$ cat config.mk
export PLATFORM = sky130hd
export DESIGN_NAME = corr_window_ctrl
export DESIGN_NICKNAME = d
export VERILOG_FILES = /design/src/rtl/corr_window_ctrl.sv
export SDC_FILE = /design/constraint.sdc
export NUM_CORES = 1
export LEC_CHECK = 0
export ABC_AREA = 1
export ABC_CLOCK_PERIOD_IN_PS = 4950
export CORE_MARGIN = 2
export CORE_UTILIZATION = 55
export DETAILED_ROUTE_END_ITERATION = 7
export GPL_TIMING_DRIVEN = 0
export PLACE_DENSITY = 0.91
export SYNTH_ARGS = -nofsm -noshare
export SYNTH_HDL_FRONTEND = slang
export SYNTH_SLANG_ARGS = --single-unit
$ cat constraint.sdc
create_clock -name i_clk -period 4.95 [get_ports i_clk]
set_input_delay 0.7425 -clock i_clk [delete_from_list [all_inputs] [get_ports i_clk]]
set_output_delay 0.7425 -clock i_clk [all_outputs]
set_load 0.005 [all_outputs]
$ cat src/rtl/corr_window_ctrl.sv
`default_nettype none
// ============================================================================
// Module   : corr_window_ctrl
// Purpose  : Window sequencer for the rectangular-window correlation counter:
//            sample strobe, per-window zeroing and result capture/handshake.
// Revision : 1.0 - initial release
// ============================================================================
module corr_window_ctrl #(
   parameter int TIME_W     = 8,
   parameter int PRESCALE_W = 16,
   parameter int DROP_W     = 8
) (
   input  logic                  i_clk,
   input  logic                  i_rst,
   input  logic                  i_enable,
   input  logic [PRESCALE_W-1:0] i_samplePeriod,
   input  logic [TIME_W-1:0]     i_windowLength,
   output logic                  o_cg,
   output logic                  o_zeroCounts,
   input  logic [TIME_W-1:0]     i_countX,
   input  logic [TIME_W-1:0]     i_countY,
   input  logic [TIME_W-1:0]     i_countIsect,
   input  logic [TIME_W-1:0]     i_countSymdiff,
   output logic [TIME_W-1:0]     o_resultX,
   output logic [TIME_W-1:0]     o_resultY,
   output logic [TIME_W-1:0]     o_resultIsect,
   output logic [TIME_W-1:0]     o_resultSymdiff,
   output logic                  o_resultValid,
   input  logic                  i_resultReady,
   output logic [DROP_W-1:0]     o_dropCount,
   output logic                  o_busy
);

   typedef enum logic [1:0] {
      S_IDLE = 2'd0,
      S_RUN  = 2'd1,
      S_END  = 2'd2
   } state_t;

   state_t                  r_state;
   state_t                  w_next_state;
   logic [PRESCALE_W-1:0]   r_pc;
   logic [TIME_W-1:0]       r_ws;
   logic [PRESCALE_W-1:0]   r_period;
   logic [TIME_W-1:0]       r_length;
   logic [TIME_W-1:0]       r_res_x;
   logic [TIME_W-1:0]       r_res_y;
   logic [TIME_W-1:0]       r_res_isect;
   logic [TIME_W-1:0]       r_res_symdiff;
   logic                    r_valid;
   logic [DROP_W-1:0]       r_drop;

   logic                    w_strobe;
   logic                    w_last;
   logic                    w_start_ok;
   logic                    w_fire;
   logic                    w_capture;
   logic                    w_drop;

   assign w_start_ok = i_enable && (i_windowLength != '0);
   assign w_strobe   = (r_state == S_RUN) && (r_pc == r_period);
   assign w_last     = w_strobe && (r_ws == (r_length - TIME_W'(1)));

   always_ff @(posedge i_clk or posedge i_rst) begin
      if (i_rst) r_state <= S_IDLE;
      else       r_state <= w_next_state;
   end

   // Outputs are decoded from state and shadow registers only.
   always_comb begin
      w_next_state = r_state;
      o_cg         = 1'b0;
      o_zeroCounts = 1'b1;
      o_busy       = (r_state != S_IDLE);
      case (r_state)
         S_IDLE: begin
            if (w_start_ok) w_next_state = S_RUN;
         end
         S_RUN: begin
            o_cg         = w_strobe;
            o_zeroCounts = 1'b0;
            if (!i_enable)   w_next_state = S_IDLE;
            else if (w_last) w_next_state = S_END;
         end
         S_END: begin
            w_next_state = w_start_ok ? S_RUN : S_IDLE;
         end
         default: w_next_state = S_IDLE;
      endcase
   end

   always_ff @(posedge i_clk or posedge i_rst) begin
      if (i_rst) begin
         r_pc     <= '0;
         r_ws     <= '0;
         r_period <= '0;
         r_length <= '0;
      end else begin
         case (r_state)
            S_IDLE, S_END: begin
               if (r_state == S_END || w_start_ok) begin
                  r_period <= i_samplePeriod;
                  r_length <= i_windowLength;
               end
               r_pc <= '0;
               r_ws <= '0;
            end
            S_RUN: begin
               if (w_strobe) begin
                  r_pc <= '0;
                  r_ws <= w_last ? '0 : r_ws + TIME_W'(1);
               end else begin
                  r_pc <= r_pc + PRESCALE_W'(1);
               end
            end
            default: begin
               r_pc <= '0;
               r_ws <= '0;
            end
         endcase
      end
   end

   // A handshake in the END cycle frees the registers for the new window.
   assign w_fire    = r_valid && i_resultReady;
   assign w_capture = (r_state == S_END) && (!r_valid || w_fire);
   assign w_drop    = (r_state == S_END) && r_valid && !i_resultReady;

   always_ff @(posedge i_clk or posedge i_rst) begin
      if (i_rst) begin
         r_res_x       <= '0;
         r_res_y       <= '0;
         r_res_isect   <= '0;
         r_res_symdiff <= '0;
         r_valid       <= 1'b0;
         r_drop        <= '0;
      end else begin
         if (w_capture) begin
            r_res_x       <= i_countX;
            r_res_y       <= i_countY;
            r_res_isect   <= i_countIsect;
            r_res_symdiff <= i_countSymdiff;
            r_valid       <= 1'b1;
         end else if (w_fire) begin
            r_valid <= 1'b0;
         end
         if (w_drop && (r_drop != '1)) r_drop <= r_drop + DROP_W'(1);
      end
   end

   assign o_resultX       = r_res_x;
   assign o_resultY       = r_res_y;
   assign o_resultIsect   = r_res_isect;
   assign o_resultSymdiff = r_res_symdiff;
   assign o_resultValid   = r_valid;
   assign o_dropCount     = r_drop;

endmodule
`default_nettype wire
==> results of run 1 <==
==> final cells by class <==
class,instances,area share (%)
Buffer,11,1.09
Clock buffer,10,2.13
Clock inverter,6,1.09
Inverter,71,4.50
Multi-Input combinational cell,348,33.2
Sequential cell,91,38.1
Tap cell,105,2.20
Timing Repair Buffer,104,17.7
==> cell usage in the layout (no fill, tap or decap), types with 3 or more instances in the layout <==
| cell | Yosys | routed |
|---|---|---|
| nand2_1 | 136 | 136 |
| clkdlybuf4s50_1 | 0 | 103 |
| dfrtp_1 | 91 | 91 |
| inv_1 | 63 | 62 |
| nand3_1 | 44 | 44 |
| nor2_1 | 42 | 42 |
| mux2_2 | 32 | 32 |
| xor2_1 | 16 | 16 |
| o21ai_1 | 11 | 11 |
| o21ai_0 | 10 | 10 |
| clkbuf_8 | 0 | 9 |
| nand4_1 | 8 | 8 |
| inv_2 | 8 | 8 |
| buf_2 | 7 | 7 |
| xnor2_1 | 6 | 6 |
| nor2_2 | 6 | 6 |
| nor3_1 | 5 | 5 |
| nand2_2 | 4 | 4 |
| ha_1 | 4 | 4 |
| clkbuf_1 | 2 | 3 |
| a31oi_1 | 3 | 3 |
==> worst paths after layout <==
path,from,endpoint,cells after the start
min in group asynchronous,i_rst,o_resultX[2]$_DFFE_PP0P_,2
worst min register to register,r_pc[0]$_DFF_PP0_,r_pc[0]$_DFF_PP0_,1
worst max-delay path,r_pc[10]$_DFF_PP0_,o_cg,9
worst max register to register,r_length[0]$_DFFE_PP0P_,r_state[0]$_DFFE_PP0P_,13
worst min-delay path,r_pc[0]$_DFF_PP0_,r_pc[0]$_DFF_PP0_,1
max in group asynchronous,i_rst,r_length[2]$_DFFE_PP0P_,3
==> worst max-delay path, delay by kind of cell (launching register included) <==
family | cells | cell delay, ns
and+or+nand+nor | 7 | 0.84
buffers and inverters | 2 | 0.60
DFF | 1 | 0.41
==> flip-flops by register name, summed over array words and instances, names as in the netlist <==
name / cells
o_resultIsect: 8
r_period: 16
o_resultValid: 1
o_resultX: 8
r_ws: 8
r_length: 8
o_dropCount: 8
r_pc: 16
o_resultY: 8
o_resultSymdiff: 8
r_state: 2
==> metrics by stage <==
stage / area [µm²] / total power, mW / util, % / hold slack (ns)
after floorplan: 4590 / 1.07 / - / 0.450
after global placement: 5760 / 1.19 / 70.4 / 0.469
after detailed placement: 5790 / 1.21 / 70.8 / 0.476
after CTS: 5980 / 1.72 / 73.1 / 0.488
after global routing: 5980 / 1.79 / 73.1 / 0.515
final: 5980 / 1.71 / 73.1 / 0.488
==> per-layer routing <==
layer	vias up	GRT usage, %	routed length, µm	part of all wire (%)
li1	1886	-	-	-
met1	1921	32.1	4630	39
met2	154	47.0	5850	50
met3	32	8.22	968	8.2
met4	0	11.0	327	2.8
met5	-	0	0	0
==> kinds of logic (layout without fill, tap and decap cells) <==
kind of cell,after synthesis,after routing
simple gates,260,260
mux,34,34
xor+xnor,22,22
fa+ha+maj,4,4
compound gates,28,28
flops,91,91
buf+inv,82,202
==> cell usage after synthesis, types with 2 or more instances <==
master and count:
mux2_4 2, o21ai_1 11, o21ai_0 10, nor2_2 6, xnor2_1 6, buf_6 2, nor2_4 2, nor4_1 2
nor3_2 2, nand2_4 2, inv_2 8, clkbuf_1 2, a21oi_1 2, nand3b_1 2, nand2_2 4, inv_1 63
dfrtp_1 91, nor3_4 2, mux2_2 32, ha_1 4, nand4_1 8, xor2_1 16, nor2_1 42, nand3_1 44
nor3_1 5, nand2_1 136, a31oi_1 3, buf_2 7
==> power breakdown <==
part           switching (mW)  total, mW  internal, mW
registers              0.0432      0.843         0.800
logic                   0.200      0.358         0.158
clock network           0.278      0.513         0.235
total                   0.522       1.71          1.19
==> results.yml, run 1 <==
status:
  run_status: "complete, no violations"
worst_setup_path:
  cp-start-kind: "flop"
  worst-r2r-setup-slack_ns: 3.00
  critical-path-max-stage-delay_ns: 0.53
  crit_path_max_fanout: 9
  critical_path_class: "reg2out"
  cp_common_cell: "nand2_1"
  required_ns: 4.21
  end_kind: "output port"
  slowest_stage: "clkdlybuf4s50_1"
  crit_chain: "inv_2, nand2_1, nand2_1, nor2_1, nand3_1, nor2_2, nand2_4, nor2_8, clkdlybuf4s50_1"
  critical_path_arrival_ns: 2.22
placed_design:
  dp_slack_ns: 2.34
  place.gp.congestion: 0.884
  hpwl_um: 8680
  numPortBuffers: 103
  dp_cells: 730
timing:
  clock_skew_ns: 0.0112
  final-hold-violation-count: 0
  tightestPinTransition_ns: 0.458
  setup_ws_ns: 1.99
  maxSlewHeadroom_pct: 69.2
  setup_viol: 0
  final.period_utilization_pct: 59.8
  period_minus_slack_ns: 2.96
  rsz0062_at_grt: "false"
  fmax_ghz: 0.338
  slew_violations: 0
  fin_setup_tns_ns: 0
power:
  powerDensity_nw_per_um2: 287
  vdd_drop_max_mv: 0.218
  leakage_nw: 2.95
floorplanning:
  rows: 33
  ioPinCount: 104
  initial_core_util_pct: 56.2
  die_x_um: 95.4
  die_h_um: 95.4
  core_um2: 8180
  die_area_um2: 9100
global_route:
  grt_max_degree: 67
  grt_pass1_vias: 4129
  grt_pass1_wl_um: 19000
  grt_usage_pct: 27.4
  grt-ovfl-total: 0
  antenna_found_initial: 0
route:
  viasPerCell: 5.35
  first_pass_iters: 4
  num_vias: 3993
  drtIter0Drc: 281
  routed_wl_um: 11800
  drc: 0
  ant_nets: 0
  post_drt_wl_per_cell_um: 15.8
job:
  cap_violations: 0
synthesis:
  synth_top_area_share_pct: 49.6
  seq_area_frac_synth_pct: 49.6
  synthArstFlopShare_pct: 100
  synth_nets: 585
  synth_cells: 521
  synth_compound_area_share_pct: 3.57
  yosys.area_share.simple_pct: 25.9
  synth_area_um2: 4590
  synth_mux_area_share_pct: 8.50
  synth_adder_area_share_pct: 1.09
  synth_edf_count: 0
  synthTopCellsByArea: "dfrtp_1, nand2_1, mux2_2"
  syn_area_per_cell_um2: 8.82
  synthFlopType: "dfrtp_1"
  synth.distinct_cells: 33
  synth_warnings: 0
  synth_top_family_by_area: "simple AND/OR/NAND/NOR gates"
  synth_top_area_cell: "dfrtp_1"
  synth_xor_area_share_pct: 4.19
  ys_seq_elements: 91
cells_and_area:
  num-nets-final: 700
  multiInputGateArea_um2: 1990
  n_antenna_cell: 0
  drive_gt1_share_pct: 14.0
  regArea_um2: 2280
  area_growth_pct: 30.1
  n_fill_cell: 530
  fin_cells: 746
clock_network:
  cts_buffers: 9
  cts_tree: "built"
  cts_root_buf: "clkbuf_8"
  htreeDepth: 3
  cts_setup_buffers: 0
  holdBufCountCts: 0
  clkLatencyLatePin_ns: 0.37
  path_clk_slew_ns: 0.09
  postCtsResizedCells: 0
  ctsLongestPathBuffers: 2
  numClockSinks: 91
worst_hold_path:
  hp-class: "reg2reg"
Power figures use the tool's default switching activity.
==> run 2: changes to the inputs <==
Settings changed: ABC_CLOCK_PERIOD_IN_PS 4950 to 2400, CORE_UTILIZATION 55 to 46, PLACE_DENSITY 0.91 to 0.82.
Clock period 4.95 ns to 2.4 ns, I/O delays scaled along.
==> run 2 against run 1 <==
Net effect: clock power grew 140%; register-to-register slack lost 2.5 ns; setup slack lost 1.8 ns; critical endpoint unchanged; hold slack lost 0.052 ns; core utilization shrank 10 points; combinational power grew 110%; sequential power grew 110%; global-route usage shrank 6.7 points; total power grew 120%; first-iteration DRC count shrank 47%; die area grew 19%.
==> results.yml, run 2 (synthesized netlist as in run 1, its figures left out) <==
status:
  run_status: "complete, no violations"
route:
  ant_nets: 0
  first_pass_iters: 4
  viasPerCell: 4.92
  num_vias: 3823
  drc: 0
  post_drt_wl_per_cell_um: 13.6
  drtIter0Drc: 148
  routed_wl_um: 10600
clock_network:
  cts_tree: "built"
  ctsLongestPathBuffers: 2
  numClockSinks: 91
  path_clk_slew_ns: 0.09
  cts_root_buf: "clkbuf_8"
  clkLatencyLatePin_ns: 0.36
  htreeDepth: 3
  holdBufCountCts: 0
  cts_buffers: 9
placed_design:
  hpwl_um: 8130
  dpl_cell_area_um2: 5840
  dp_cells: 759
  place.gp.congestion: 0.846
  numPortBuffers: 103
timing:
  fmax_ghz: 0.453
  maxSlewHeadroom_pct: 57.5
  rsz0062_at_grt: "false"
  period_minus_slack_ns: 2.21
  final-hold-violation-count: 0
  clock_skew_ns: 0.00951
  tightestPinTransition_ns: 0.636
  setup_viol: 0
  final.period_utilization_pct: 92.0
  fin_setup_tns_ns: 0
  slew_violations: 0
cells_and_area:
  n_antenna_cell: 0
  fin_area_um2: 6110
  num-nets-final: 703
  fin_cells: 777
  top_regs: "r_pc: 16 flops, r_period: 16 flops"
  layout_commonest_cell: "nand2_1"
  n_fill_cell: 833
  final_cell_mix: "nand2_1, clkdlybuf4s50_1, dfrtp_1"
  area_growth_pct: 32.9
  drive_gt1_share_pct: 15.4
  final_core_util_pct: 62.8
worst_setup_path:
  critical_path_class: "reg2out"
  cp-startpoint: "r_pc[10]$_DFF_PP0_"
  worstReg2RegStart: "r_length[0]$_DFFE_PP0P_"
  cp-start-kind: "flop"
  cp_top_family: "simple AND/OR/NAND/NOR gates"
  required_ns: 2.04
  cp_num_buf_inv: 2
  crit_chain: "inv_2, nand2_1, nand2_1, nor2_2, nand3_1, nor2_2, nand2_4, nor2_8, dlygate4sd2_1"
  end_kind: "output port"
  critical-path-max-stage-delay_ns: 0.39
  slowest_stage: "dfrtp_1"
  crit_path_max_fanout: 9
  critical_path_arrival_ns: 1.85
global_route:
  grt_pass1_vias: 4024
  grt_max_degree: 39
  grt_usage_pct: 20.6
  antenna_found_initial: 0
  grt_pass1_wl_um: 18300
  grt-ovfl-total: 0
floorplanning:
  ioPinCount: 104
  die_x_um: 104
  rows: 36
  die_area_um2: 10800
  initial_core_util_pct: 47.2
  core_um2: 9730
  die_h_um: 104
job:
  cap_violations: 0
power:
  vdd_drop_max_mv: 0.392
  leakage_nw: 2.99
  powerDensity_nw_per_um2: 608
worst_hold_path:
  hp-class: "in2async"
[run 2: report_power, final]
| part | switching (mW) | leakage (nW) | total, mW | internal (mW) |
|---|---|---|---|---|
| Combinational | 0.404 | 1.67 | 0.737 | 0.334 |
| Sequential | 0.0864 | 1.20 | 1.74 | 1.65 |
| Clock | 0.551 | 0.119 | 1.24 | 0.690 |
| Total | 1.04 | 2.99 | 3.71 | 2.67 |
[run 2: worst paths after layout]
path	slack, ns	end	cells past startpoint
min in group i_clk	0.48	r_pc[0]$_DFF_PP0_	1
max in group asynchronous	1.17	r_length[3]$_DFFE_PP0P_	4
max	0.19	o_cg	9
max reg2reg	0.49	r_ws[3]$_DFFE_PP0P_	13
min reg2reg	0.48	r_pc[0]$_DFF_PP0_	1
min	0.44	o_resultX[0]$_DFFE_PP0P_	2
[run 2: final cells by class]
class / count / area (µm²) / share of cell area, %
clock buffers: 9 / 124 / 2.03
plain buffers: 11 / 65.1 / 1.07
well taps: 133 / 166 / 2.73
inverters: 71 / 270 / 4.43
multi-input cells: 348 / 2000 / 32.8
clock inverters: 7 / 116 / 1.91
flip-flops and latches: 91 / 2280 / 37.3
repair buffers: 107 / 1080 / 17.8
[run 2: per-layer routing]
metal  up-vias  GRT usage, %  share of wire, %
met2        96          35.1                50
met4         0          6.76               1.2
met3        12          6.39               7.7
met5         -             0                 0
met1      1834          25.1                41
li1       1881             -                 -
[run 2: metrics by stage]
step / hold slack (ns) / total power, mW / setup slack, ns
final: 0.436 / 3.71 / 0.192
after global routing: 0.491 / 3.92 / 0.00184
after CTS: 0.441 / 3.75 / 0.166
after detailed placement: 0.475 / 2.49 / 0.228
after global placement: 0.469 / 2.45 / 0.0406
after floorplan: 0.450 / 2.20 / 0.823
[run 2: what timing repair did]
item / CTS / global route
setup endpoints to repair: 1 / 0
gates resized for setup: 6 / 0
setup buffers: 2 / 0
